$ cat src/rtl/cache_ctrl_pkg.sv
// Shared types for the MESI L1 cache controller: bus/xbar message formats,
// line state encoding and system-wide sizing constants.
package cache_ctrl_pkg;

  localparam int XLEN           = 32;
  localparam int CACHELINE_SIZE = 32;
  localparam int NUM_CPUS       = 2;
  // Destination field must also encode the memory endpoint (index NUM_CPUS).
  localparam int CPU_W          = $clog2(NUM_CPUS + 1);
  localparam logic [CPU_W-1:0] MEM_DEST = CPU_W'(NUM_CPUS);

  typedef enum logic [1:0] {
    BUS_RD   = 2'd0,
    BUS_RDX  = 2'd1,
    BUS_UPGR = 2'd2,
    BUS_WB   = 2'd3
  } bus_op_t;

  typedef enum logic [1:0] {
    MESI_I = 2'd0,
    MESI_S = 2'd1,
    MESI_E = 2'd2,
    MESI_M = 2'd3
  } mesi_state_t;

  typedef struct packed {
    logic             valid;
    bus_op_t          op;
    logic [XLEN-1:0]  addr;
    logic [CPU_W-1:0] source;
  } bus_msg_t;

  typedef struct packed {
    logic                      valid;
    logic [XLEN-1:0]           addr;
    logic [CACHELINE_SIZE-1:0] data;
    logic [CPU_W-1:0]          destination;
  } xbar_msg_t;

endpackage

$ cat src/rtl/cache_ctrl_array.sv
// Direct-mapped tag/state/data storage. Two asynchronous read ports (CPU
// lookup and snoop) and a write port pair: the snoop path only updates line
// state, the FSM path rewrites a whole line. When both hit the same set the
// FSM write is applied last; the FSM has already folded the snoop outcome in.
module cache_array
  import cache_ctrl_pkg::*;
#(
  parameter int NUM_SETS = 4,
  localparam int IDX_W = $clog2(NUM_SETS),
  localparam int TAG_W = XLEN - IDX_W
) (
  input  logic                      clk,
  input  logic                      rst,
  input  logic [IDX_W-1:0]          lk_idx,
  output mesi_state_t               lk_state,
  output logic [TAG_W-1:0]          lk_tag,
  output logic [CACHELINE_SIZE-1:0] lk_data,
  input  logic [IDX_W-1:0]          sn_idx,
  output mesi_state_t               sn_state,
  output logic [TAG_W-1:0]          sn_tag,
  output logic [CACHELINE_SIZE-1:0] sn_data,
  input  logic                      sn_we,
  input  mesi_state_t               sn_wr_state,
  input  logic                      wr_en,
  input  logic [IDX_W-1:0]          wr_idx,
  input  mesi_state_t               wr_state,
  input  logic [TAG_W-1:0]          wr_tag,
  input  logic [CACHELINE_SIZE-1:0] wr_data
);

  mesi_state_t               state_q [NUM_SETS];
  mesi_state_t               state_d [NUM_SETS];
  logic [TAG_W-1:0]          tag_q   [NUM_SETS];
  logic [TAG_W-1:0]          tag_d   [NUM_SETS];
  logic [CACHELINE_SIZE-1:0] data_q  [NUM_SETS];
  logic [CACHELINE_SIZE-1:0] data_d  [NUM_SETS];

  assign lk_state = state_q[lk_idx];
  assign lk_tag   = tag_q[lk_idx];
  assign lk_data  = data_q[lk_idx];
  assign sn_state = state_q[sn_idx];
  assign sn_tag   = tag_q[sn_idx];
  assign sn_data  = data_q[sn_idx];

  // Next array contents: snoop state update first, FSM line write on top.
  always_comb begin
    state_d = state_q;
    tag_d   = tag_q;
    data_d  = data_q;
    if (sn_we) state_d[sn_idx] = sn_wr_state;
    if (wr_en) begin
      state_d[wr_idx] = wr_state;
      tag_d[wr_idx]   = wr_tag;
      data_d[wr_idx]  = wr_data;
    end
  end

  // Array registers; reset leaves every line invalid and zeroed.
  always_ff @(posedge clk) begin
    if (rst) begin
      for (int i = 0; i < NUM_SETS; i++) begin
        state_q[i] <= MESI_I;
        tag_q[i]   <= '0;
        data_q[i]  <= '0;
      end
    end else begin
      state_q <= state_d;
      tag_q   <= tag_d;
      data_q  <= data_d;
    end
  end

endmodule

$ cat src/rtl/cache_ctrl.sv
// Per-CPU MESI L1 controller: serves CPU line loads/stores from a
// direct-mapped array, initiates Bus_Rd/RdX/Upgr/WB, consumes xbar fills,
// and snoops other CPUs' bus traffic (downgrade/invalidate, dirty supply).
// Handshakes: a CPU request is accepted on a cycle with cpu_req_valid and
// cpu_req_ready both high; bus_req is held until the one-cycle bus_gnt, and
// bus_out is valid only in that grant cycle.
module cache_ctrl
  import cache_ctrl_pkg::*;
#(
  parameter int CPU_ID   = 0,
  parameter int NUM_SETS = 4
) (
  input  logic                      clk,
  input  logic                      rst,
  input  logic                      cpu_req_valid,
  input  logic                      cpu_req_we,
  input  logic [XLEN-1:0]           cpu_req_addr,
  input  logic [CACHELINE_SIZE-1:0] cpu_req_wdata,
  output logic                      cpu_req_ready,
  output logic                      cpu_resp_valid,
  output logic [CACHELINE_SIZE-1:0] cpu_resp_rdata,
  output logic                      bus_req,
  input  logic                      bus_gnt,
  output bus_msg_t                  bus_out,
  input  bus_msg_t                  bus_msg,
  output logic                      snoop_shared,
  output logic                      snoop_dirty,
  input  logic                      bus_shared,
  input  xbar_msg_t                 xbar_in,
  output xbar_msg_t                 xbar_out
);

  localparam int IDX_W = $clog2(NUM_SETS);
  localparam int TAG_W = XLEN - IDX_W;
  localparam logic [CPU_W-1:0] MY_ID = CPU_W'(CPU_ID);

  localparam logic [2:0] IDLE      = 3'd0;
  localparam logic [2:0] WB_REQ    = 3'd1;
  localparam logic [2:0] MISS_REQ  = 3'd2;
  localparam logic [2:0] WAIT_DATA = 3'd3;
  localparam logic [2:0] RESP      = 3'd4;

  logic [2:0]                state_q, state_d;
  logic [XLEN-1:0]           req_addr_q, req_addr_d;
  logic                      req_we_q, req_we_d;
  logic [CACHELINE_SIZE-1:0] req_wdata_q, req_wdata_d;
  bus_op_t                   op_q, op_d;
  logic                      shared_q, shared_d;
  logic [CACHELINE_SIZE-1:0] resp_data_q, resp_data_d;
  xbar_msg_t                 supply_q, supply_d;
  xbar_msg_t                 wb_pend_q, wb_pend_d;

  logic [IDX_W-1:0]          lk_idx, sn_idx;
  mesi_state_t               lk_state, sn_state, sn_next, eff_state, wr_state;
  logic [TAG_W-1:0]          lk_tag, sn_tag, wr_tag, cpu_tag, req_tag, bus_tag;
  logic [CACHELINE_SIZE-1:0] lk_data, sn_data, wr_data;
  logic                      wr_en, sn_hit, sn_we, sn_supply, sn_req_line, wb_now;
  xbar_msg_t                 wb_msg;

  assign cpu_tag = cpu_req_addr[XLEN-1:IDX_W];
  assign req_tag = req_addr_q[XLEN-1:IDX_W];
  assign bus_tag = bus_msg.addr[XLEN-1:IDX_W];
  assign sn_idx  = bus_msg.addr[IDX_W-1:0];
  assign lk_idx  = (state_q == IDLE) ? cpu_req_addr[IDX_W-1:0] : req_addr_q[IDX_W-1:0];

  cache_array #(.NUM_SETS(NUM_SETS)) u_array (
    .clk         (clk),
    .rst         (rst),
    .lk_idx      (lk_idx),
    .lk_state    (lk_state),
    .lk_tag      (lk_tag),
    .lk_data     (lk_data),
    .sn_idx      (sn_idx),
    .sn_state    (sn_state),
    .sn_tag      (sn_tag),
    .sn_data     (sn_data),
    .sn_we       (sn_we),
    .sn_wr_state (sn_next),
    .wr_en       (wr_en),
    .wr_idx      (lk_idx),
    .wr_state    (wr_state),
    .wr_tag      (wr_tag),
    .wr_data     (wr_data)
  );

  // Snoop decode: foreign transaction hitting a valid line here.
  always_comb begin
    sn_hit    = bus_msg.valid && (bus_msg.source != MY_ID) &&
                (sn_state != MESI_I) && (sn_tag == bus_tag);
    sn_next   = sn_state;
    sn_supply = 1'b0;
    if (sn_hit) begin
      case (bus_msg.op)
        BUS_RD: begin
          if (sn_state == MESI_M || sn_state == MESI_E) sn_next = MESI_S;
          sn_supply = (sn_state == MESI_M);
        end
        BUS_RDX: begin
          sn_next   = MESI_I;
          sn_supply = (sn_state == MESI_M);
        end
        BUS_UPGR: if (sn_state == MESI_S) sn_next = MESI_I;
        default: ;
      endcase
    end
    sn_we       = sn_hit && (sn_next != sn_state);
    // A snoop changing the set the FSM is working on this cycle.
    sn_req_line = sn_we && (sn_idx == lk_idx);
  end

  assign snoop_shared = sn_hit;
  assign snoop_dirty  = sn_supply;

  // Main FSM: lookup, bus requests, fill install and CPU response.
  always_comb begin
    state_d     = state_q;
    req_addr_d  = req_addr_q;
    req_we_d    = req_we_q;
    req_wdata_d = req_wdata_q;
    op_d        = op_q;
    shared_d    = shared_q;
    resp_data_d = resp_data_q;
    wr_en       = 1'b0;
    wr_state    = lk_state;
    wr_tag      = lk_tag;
    wr_data     = lk_data;
    bus_req     = 1'b0;
    bus_out     = '0;
    wb_now      = 1'b0;
    wb_msg      = '0;
    // Lookup sees the line as it will be after a same-cycle snoop.
    eff_state   = sn_req_line ? sn_next : lk_state;
    case (state_q)
      IDLE: begin
        if (cpu_req_valid) begin
          req_addr_d  = cpu_req_addr;
          req_we_d    = cpu_req_we;
          req_wdata_d = cpu_req_wdata;
          if (eff_state != MESI_I && lk_tag == cpu_tag) begin
            if (!cpu_req_we) begin
              resp_data_d = lk_data;
              state_d     = RESP;
            end else if (eff_state == MESI_M || eff_state == MESI_E) begin
              wr_en       = 1'b1;
              wr_state    = MESI_M;
              wr_data     = cpu_req_wdata;
              resp_data_d = '0;
              state_d     = RESP;
            end else begin
              op_d    = BUS_UPGR;
              state_d = MISS_REQ;
            end
          end else begin
            op_d    = cpu_req_we ? BUS_RDX : BUS_RD;
            state_d = (eff_state == MESI_M) ? WB_REQ : MISS_REQ;
          end
        end
      end
      WB_REQ: begin
        bus_req = 1'b1;
        if (bus_gnt) begin
          bus_out.valid      = 1'b1;
          bus_out.op         = BUS_WB;
          bus_out.addr       = {lk_tag, lk_idx};
          bus_out.source     = MY_ID;
          wb_now             = 1'b1;
          wb_msg.valid       = 1'b1;
          wb_msg.addr        = {lk_tag, lk_idx};
          wb_msg.data        = lk_data;
          wb_msg.destination = MEM_DEST;
          wr_en              = 1'b1;
          wr_state           = MESI_I;
          state_d            = MISS_REQ;
        end else if (sn_req_line) begin
          // Victim already downgraded/supplied by a snoop: nothing to write back.
          state_d = MISS_REQ;
        end
      end
      MISS_REQ: begin
        bus_req = 1'b1;
        if (bus_gnt) begin
          bus_out.valid  = 1'b1;
          bus_out.op     = op_q;
          bus_out.addr   = req_addr_q;
          bus_out.source = MY_ID;
          if (op_q == BUS_UPGR) begin
            wr_en       = 1'b1;
            wr_state    = MESI_M;
            wr_tag      = req_tag;
            wr_data     = req_wdata_q;
            resp_data_d = '0;
            state_d     = RESP;
          end else begin
            shared_d = bus_shared;
            state_d  = WAIT_DATA;
          end
        end else if (op_q == BUS_UPGR && sn_req_line) begin
          // Our S copy was invalidated first; we now need the data too.
          op_d = BUS_RDX;
        end
      end
      WAIT_DATA: begin
        if (xbar_in.valid && xbar_in.destination == MY_ID && xbar_in.addr == req_addr_q) begin
          wr_en       = 1'b1;
          wr_tag      = req_tag;
          wr_state    = req_we_q ? MESI_M : (shared_q ? MESI_S : MESI_E);
          wr_data     = req_we_q ? req_wdata_q : xbar_in.data;
          resp_data_d = req_we_q ? '0 : xbar_in.data;
          state_d     = RESP;
        end
      end
      RESP:    state_d = IDLE;
      default: state_d = IDLE;
    endcase
  end

  // Outgoing xbar data: snoop supply is registered; a writeback goes out in
  // its grant cycle unless a supply owns the port, then it follows one cycle on.
  always_comb begin
    supply_d = '0;
    if (sn_supply) begin
      supply_d.valid       = 1'b1;
      supply_d.addr        = bus_msg.addr;
      supply_d.data        = sn_data;
      supply_d.destination = bus_msg.source;
    end
    wb_pend_d = (wb_now && supply_q.valid) ? wb_msg : '0;
    xbar_out  = supply_q.valid ? supply_q : (wb_now ? wb_msg : wb_pend_q);
  end

  assign cpu_req_ready  = (state_q == IDLE);
  assign cpu_resp_valid = (state_q == RESP);
  assign cpu_resp_rdata = resp_data_q;

  // Controller registers.
  always_ff @(posedge clk) begin
    if (rst) begin
      state_q     <= IDLE;
      req_addr_q  <= '0;
      req_we_q    <= 1'b0;
      req_wdata_q <= '0;
      op_q        <= BUS_RD;
      shared_q    <= 1'b0;
      resp_data_q <= '0;
      supply_q    <= '0;
      wb_pend_q   <= '0;
    end else begin
      state_q     <= state_d;
      req_addr_q  <= req_addr_d;
      req_we_q    <= req_we_d;
      req_wdata_q <= req_wdata_d;
      op_q        <= op_d;
      shared_q    <= shared_d;
      resp_data_q <= resp_data_d;
      supply_q    <= supply_d;
      wb_pend_q   <= wb_pend_d;
    end
  end

endmodule

$ cat config.mk
export PLATFORM = sky130hd
export DESIGN_NAME = cache_ctrl
export DESIGN_NICKNAME = d
export VERILOG_FILES = /design/src/rtl/cache_ctrl_pkg.sv /design/src/rtl/cache_ctrl_array.sv /design/src/rtl/cache_ctrl.sv
export SDC_FILE = /design/constraint.sdc
export NUM_CORES = 1
export LEC_CHECK = 0
export BUFFER_PORTS_ARGS = -buffer_cell sky130_fd_sc_hd__buf_2
export CORE_MARGIN = 4
export CORE_UTILIZATION = 30
export DETAILED_ROUTE_END_ITERATION = 10
export GPL_ROUTABILITY_DRIVEN = 0
export GPL_TIMING_DRIVEN = 0
export PLACE_DENSITY = 0.58
export SLEW_MARGIN = 15
export SYNTH_ARGS = -nofsm -noshare
export SYNTH_HDL_FRONTEND = slang
export SYNTH_HIERARCHICAL = 1
export SYNTH_SLANG_ARGS = --single-unit
$ cat constraint.sdc
create_clock -name clk -period 4.7 [get_ports clk]
set_clock_uncertainty 0.1 [all_clocks]
set_input_delay 0 -clock clk [delete_from_list [all_inputs] [get_ports clk]]
set_output_delay 0 -clock clk [all_outputs]
set_load 0.005 [all_outputs]
Word level (Yosys, flattened, before mapping)
Index checks and enable logic that the tools add are counted.
W data, S select, Z words.

storage, ports and cells
  flip-flop bits (word level) = 493
  bits in latches = 0
  RAM bits = 0
  memory bits (read-only) = 0
  input bits = 174
  output and inout bits = 141
  word-level logic and storage cells = 206
  memories = 0

operators by class
  add/sub/neg operators = 0
  $mul = 0
  divide/modulo/power cells = 0
  magnitude comparators = 4
  equality and inequality tests = 28
  shift operators = 0
  mux-type cells = 111
  bitwise operators = 5
  reduce and logical (&&, ||, !) cells = 31

operator list
  cell                  number
  $mux W32              21
  $mux W67              5
  $mux W30              8
  $pmux W32 S3          2
  $bmux W32 S2          2
  $bwmux W128           1
  $bmux W30 S2          2
  $bwmux W120           1
  $mux W37              2
  $pmux W37 S2          1
  $demux W32 S2         1
  $demux W30 S2         1
  $eq A30 B30 Y1        2
  $pmux W30 S2          1
  $mux W2               28
  $eq A32 B32 Y1        1
  $mux W3               9
  $bwmux W8             2
  $mux W8               2
  $mux W1               13
  $eq A2 B2 Y1 const B  6
  $logic_and A1 B1 Y1   12
  $ne A2 B2 Y1 const B  6
  $pmux W3 S4           1
  30 further kinds      49

Logic depth before layout (Yosys ltp)
  depth after elaboration = 22
  mapped depth = 25
  gate-level depth less buffers = 16

Hierarchy
Netlist, hierarchy kept.

by module, submodules not included
  module       instances  cells each  area each (um^2)  seq. area each (um^2)
  cache_ctrl   1          1496        12847.3           4704.5
  cache_array  1          1276        12017.8           5124.9

Least setup slack after synthesis
Ideal clock, no wire load.

  kind = register to register
  start = register, netlist name state_q[1]
  end = register u_array/data_q[100] (netlist bit)
  library setup time = 132 ps
  data arrival time = 5011 ps
  required time = 4468 ps
  path slack = -543 ps
  cell stages (with the launch flop) = 25
  path buffers = 8
  period minus slack after synthesis = 5243 ps
  cell sequence = dfxtp_1 -> buf_6 -> or3_1 -> buf_6 -> clkinv_8 -> mux2i_1 -> inv_1 -> buf_4 -> buf_2 -> mux4_2 -> xor2_1 -> nor4_1 -> nand4_1 -> nor2_1 -> and3_1 -> and2_1 -> clkbuf_1 -> clkbuf_1 -> nor2_1 -> nand2_1 -> or3b_4 -> buf_6 -> buf_6 -> nand2_1 -> a21oi_1

RTL lines
  what                    RTL line                source
  end signal: assignment  cache_ctrl_array.sv:69  data_q <= data_d;
  end: declaration        cache_ctrl_array.sv:35  logic [CACHELINE_SIZE-1:0] data_q [NUM_SETS];

==> results.sh <==
export IMPL_arrival_ps=5330
export IMPL_startpoint_type="register"
export IMPL_cap_violations=0
export IMPL_synthesis_area_mm2=0.02487
export IMPL_rows=105
export IMPL_power_switching_w=0.003976
export IMPL_yosysWarnings=6
export IMPL_grt_util_met2=0.3842
export IMPL_vias=24610
export IMPL_cp_end_kind="register"
export IMPL_vdd_drop_max_uv=252.0
export IMPL_syn_to_final_growth_pct=40.52
export IMPL_violations="negative setup slack"
export IMPL_synth_seq_area_share=0.3953
export IMPL_cp_num_buf_inv=9
export IMPL_crit_slowest_cell="or3_4"
export IMPL_status="finished with violations"
export IMPL_start_util=0.3028
export IMPL_crit_type="reg -> reg"
export IMPL_netlist_instances=2772
export IMPL_boundaryPins=315
export IMPL_required_ps=5070
export IMPL_p_per_area_mw_per_mm2=343.7
export IMPL_dp_hpwl_mm=76.40
export IMPL_hp_class="in -> reg"
export IMPL_final_nets=3547
export IMPL_avgSynthCellArea_um2=8.970
export IMPL_worstMarginPinSlew_ps=1274
export IMPL_first_pass_iters=6
export IMPL_routed_via_density=5.481
export IMPL_r2r_start="state_q[1]"
export IMPL_grt_max_degree=15
export IMPL_cts_tree="done"
export IMPL_root_buffer="clkbuf_16"
export IMPL_crit_start="state_q[1]"
export IMPL_worstSkewPairLatency_ps=630
export IMPL_p_clk_frac=0.359
export IMPL_multi_input_area_mm2=0.01574
export IMPL_max_freq_ghz=0.2017
export IMPL_finalSetupViolations=286
export IMPL_reg2reg_depth=23
export IMPL_clkTransAtPathRegs_ps=70
export IMPL_crit_family="simple AND/OR/NAND/NOR gates"
export IMPL_use_met3=0.04733
export IMPL_p_int_w=0.008034
export IMPL_async_flop_share=0
export IMPL_antenna_found_initial=11
export IMPL_first_global_vias=22960
export IMPL_die_width_um=295.9
export IMPL_routed_wl_mm=111.9
export IMPL_wl_per_cell_um=24.91
export IMPL_path_depth=23
export IMPL_hold_ws_ps=33.70
export IMPL_busiest_layer="met2"
export IMPL_grt_pass1_wl_mm=154.0
export IMPL_layout_common_cells="513 x nand2_1, 489 x dfxtp_1, 327 x buf_2, 223 x a21oi_1, 134 x and2_1"
export IMPL_nFillCells=7815
export IMPL_relSlewSlack=0.1443
export IMPL_tns_ps=-41830
export IMPL_ant_nets=0
export IMPL_cp_max_fo=8
export IMPL_finalWorstPathRequiredPeriod_ps=4959
export IMPL_p_sw_frac=0.3311
export IMPL_power_frac_seq=0.369
export IMPL_dr_first_iter_drc_count=2418
export IMPL_crit_end="u_array/tag_q[88]"
export IMPL_combPwrFrac=0.272
export IMPL_final_common_cell="nand2_1"
export IMPL_drv_slew=0
export IMPL_drt_drc_violations_left=0
export IMPL_ys_seq_elements=491
export IMPL_drive_gt1_frac=0.3455
export IMPL_slowest_delay_ps=440
export IMPL_p_leak_nw=14.20
export IMPL_cts_buffer_depth=3
export IMPL_rsz0062_at_grt="true"
export IMPL_synth_flop_cell="dfxtp_1"
export IMPL_cts_buffers=52
export IMPL_die_h_um=295.9
export IMPL_ff_latch_area_mm2=0.009837
export IMPL_hold_violations=0
export IMPL_r2r_setup_slack_ps=-260
export IMPL_fin_crit_sh=1.055
export IMPL_synth_distinct_cells=72
export IMPL_worst_slack_ps=-258.7
export IMPL_die_area_mm2=0.08755
export IMPL_cp_cell_sequence="or3_4 > clkinv_8 > mux2i_4 > clkinv_4 > buf_16 > buf_12 > mux4_2 > xor2_4 > nor4_4 > nand4_1 > buf_6 > nor2_4 > and3_4 > and2_4 > clkbuf_16 > nor2_4 > nand2_4 > buf_6 > nand3b_1 > buf_4 > buf_2 > nand2_1 > a21oi_1"
export IMPL_track_usage=0.2353
export IMPL_r2r_end="u_array/tag_q[88]"
export IMPL_grt_remaining_overflow=0
export IMPL_htreeDepth=2
export IMPL_design_core_area_mm2=0.08211
export IMPL_placement_io_buffers=312
export IMPL_synth_edf_count=0
export IMPL_fin_util=0.4255
export IMPL_cts_num_sinks=491
export IMPL_gr_usage_met1=0.3042
Yosys cell counts (33+ instances only):
| cell | instances | area [um^2] |
|---|---|---|
| a21oi_1 | 355 | 1777 |
| clkbuf_1 | 133 | 499.2 |
| dfxtp_1 | 491 | 9829 |
| nor2_1 | 71 | 266.5 |
| and2_1 | 136 | 850.8 |
| buf_2 | 51 | 255.2 |
| o21ai_0 | 72 | 360.4 |
| mux4_2 | 128 | 2883 |
| mux2_2 | 33 | 371.6 |
| xor2_1 | 77 | 674.4 |
| nand2_1 | 708 | 2658 |
| mux2i_1 | 105 | 1051 |
| a22oi_1 | 33 | 247.7 |
| nor2b_1 | 72 | 450.4 |
registers in the layout, indices dropped and copies added, names as in the netlist:
| name | flops |
|---|---|
| supply_q | 67 |
| shared_q | 1 |
| wb_pend_q | 65 |
| state_q | 3 |
| req_addr_q | 32 |
| u_array/tag_q | 120 |
| req_we_q | 1 |
| req_wdata_q | 32 |
| cpu_resp_rdata | 32 |
| op_q | 2 |
| u_array/state_q | 8 |
| u_array/data_q | 128 |
layout make-up:
type | instances | share of cell area
Antenna cell | 5 | 0.0003581
Buffer | 217 | 0.04917
Clock buffer | 79 | 0.04530
Clock inverter | 17 | 0.004978
Inverter | 10 | 0.001576
Multi-Input combinational cell | 2047 | 0.4505
Sequential cell | 491 | 0.2815
Tap cell | 1070 | 0.03832
Timing Repair Buffer | 554 | 0.1283
worst min path at each step:
stage / end / cells past startpoint / from
after floorplan: supply_q[0] / 1 / bus_msg[0]
after global placement: supply_q[0] / 2 / bus_msg[0]
after detailed placement: supply_q[0] / 2 / bus_msg[0]
after CTS: cpu_resp_rdata[11] / 5 / xbar_in[13]
after global routing: cpu_resp_rdata[11] / 5 / xbar_in[13]
final: cpu_resp_rdata[15] / 5 / xbar_in[17]
power groups by stage:
| stage | Clock [W] | Combinational, W | Sequential, W |
|---|---|---|---|
| global route | 0.00450 | 0.00338 | 0.00444 |
| finish | 0.00431 | 0.00327 | 0.00443 |
| CTS | 0.00434 | 0.00282 | 0.00443 |
| detailed placement | 0 | 0.00243 | 0.00451 |
| global placement | 0 | 0.00242 | 0.00451 |
| floorplan | 0 | 0.00151 | 0.00444 |
cell families after synthesis:
group,count (synthesis),share of synthesized area
xor+xnor,94,0.03311
compound gates,590,0.1415
simple gates,1066,0.1924
buf+inv,235,0.04685
mux,295,0.1907
flops,491,0.3953
other cells,1,0.0001508
per-stage QoR:
stage,instances,instance area (um^2),total power [W],setup slack (ps)
after floorplan,2773,24940,0.005957,0.4801
after global placement,4155,27840,0.006932,-1702
after detailed placement,4155,27840,0.006941,-1704
after CTS,4434,32100,0.01159,-161.6
after global routing,4486,34930,0.01231,-357.4
final,4490,34940,0.01201,-258.7
routing by layer:
layer	part of all wire	vias to the layer above
met5	0.00012	-
met4	0.056	2
met3	0.093	323
met2	0.46	1295
met1	0.39	12110
li1	-	10880
repair_timing:
action | 4_1_cts | 5_1_grt
buffers inserted | 49 | 31
resized for setup | 162 | 583
hold endpoints to repair | 270 | 0
hold buffers | 127 | 0
gates cloned | 10 | 25
endpoints found under the setup margin | 326 | 263
pin swaps | 49 | 234
worst register-to-register path: stages (launching register included):
cell and delay [ps]:
dfxtp_4 370, or3_4 440, clkinv_8 90, mux2i_4 260, clkinv_4 160, buf_16 190, buf_12 150, mux4_2 390
xor2_4 240, nor4_4 340, nand4_1 170, buf_6 180, nor2_4 120, and3_4 200, and2_4 170, clkbuf_16 140
nor2_4 40, nand2_4 100, buf_6 110, nand3b_1 260, buf_4 260, buf_2 180, nand2_1 90, a21oi_1 70
Note: power is estimated with default switching activity, not from simulation.
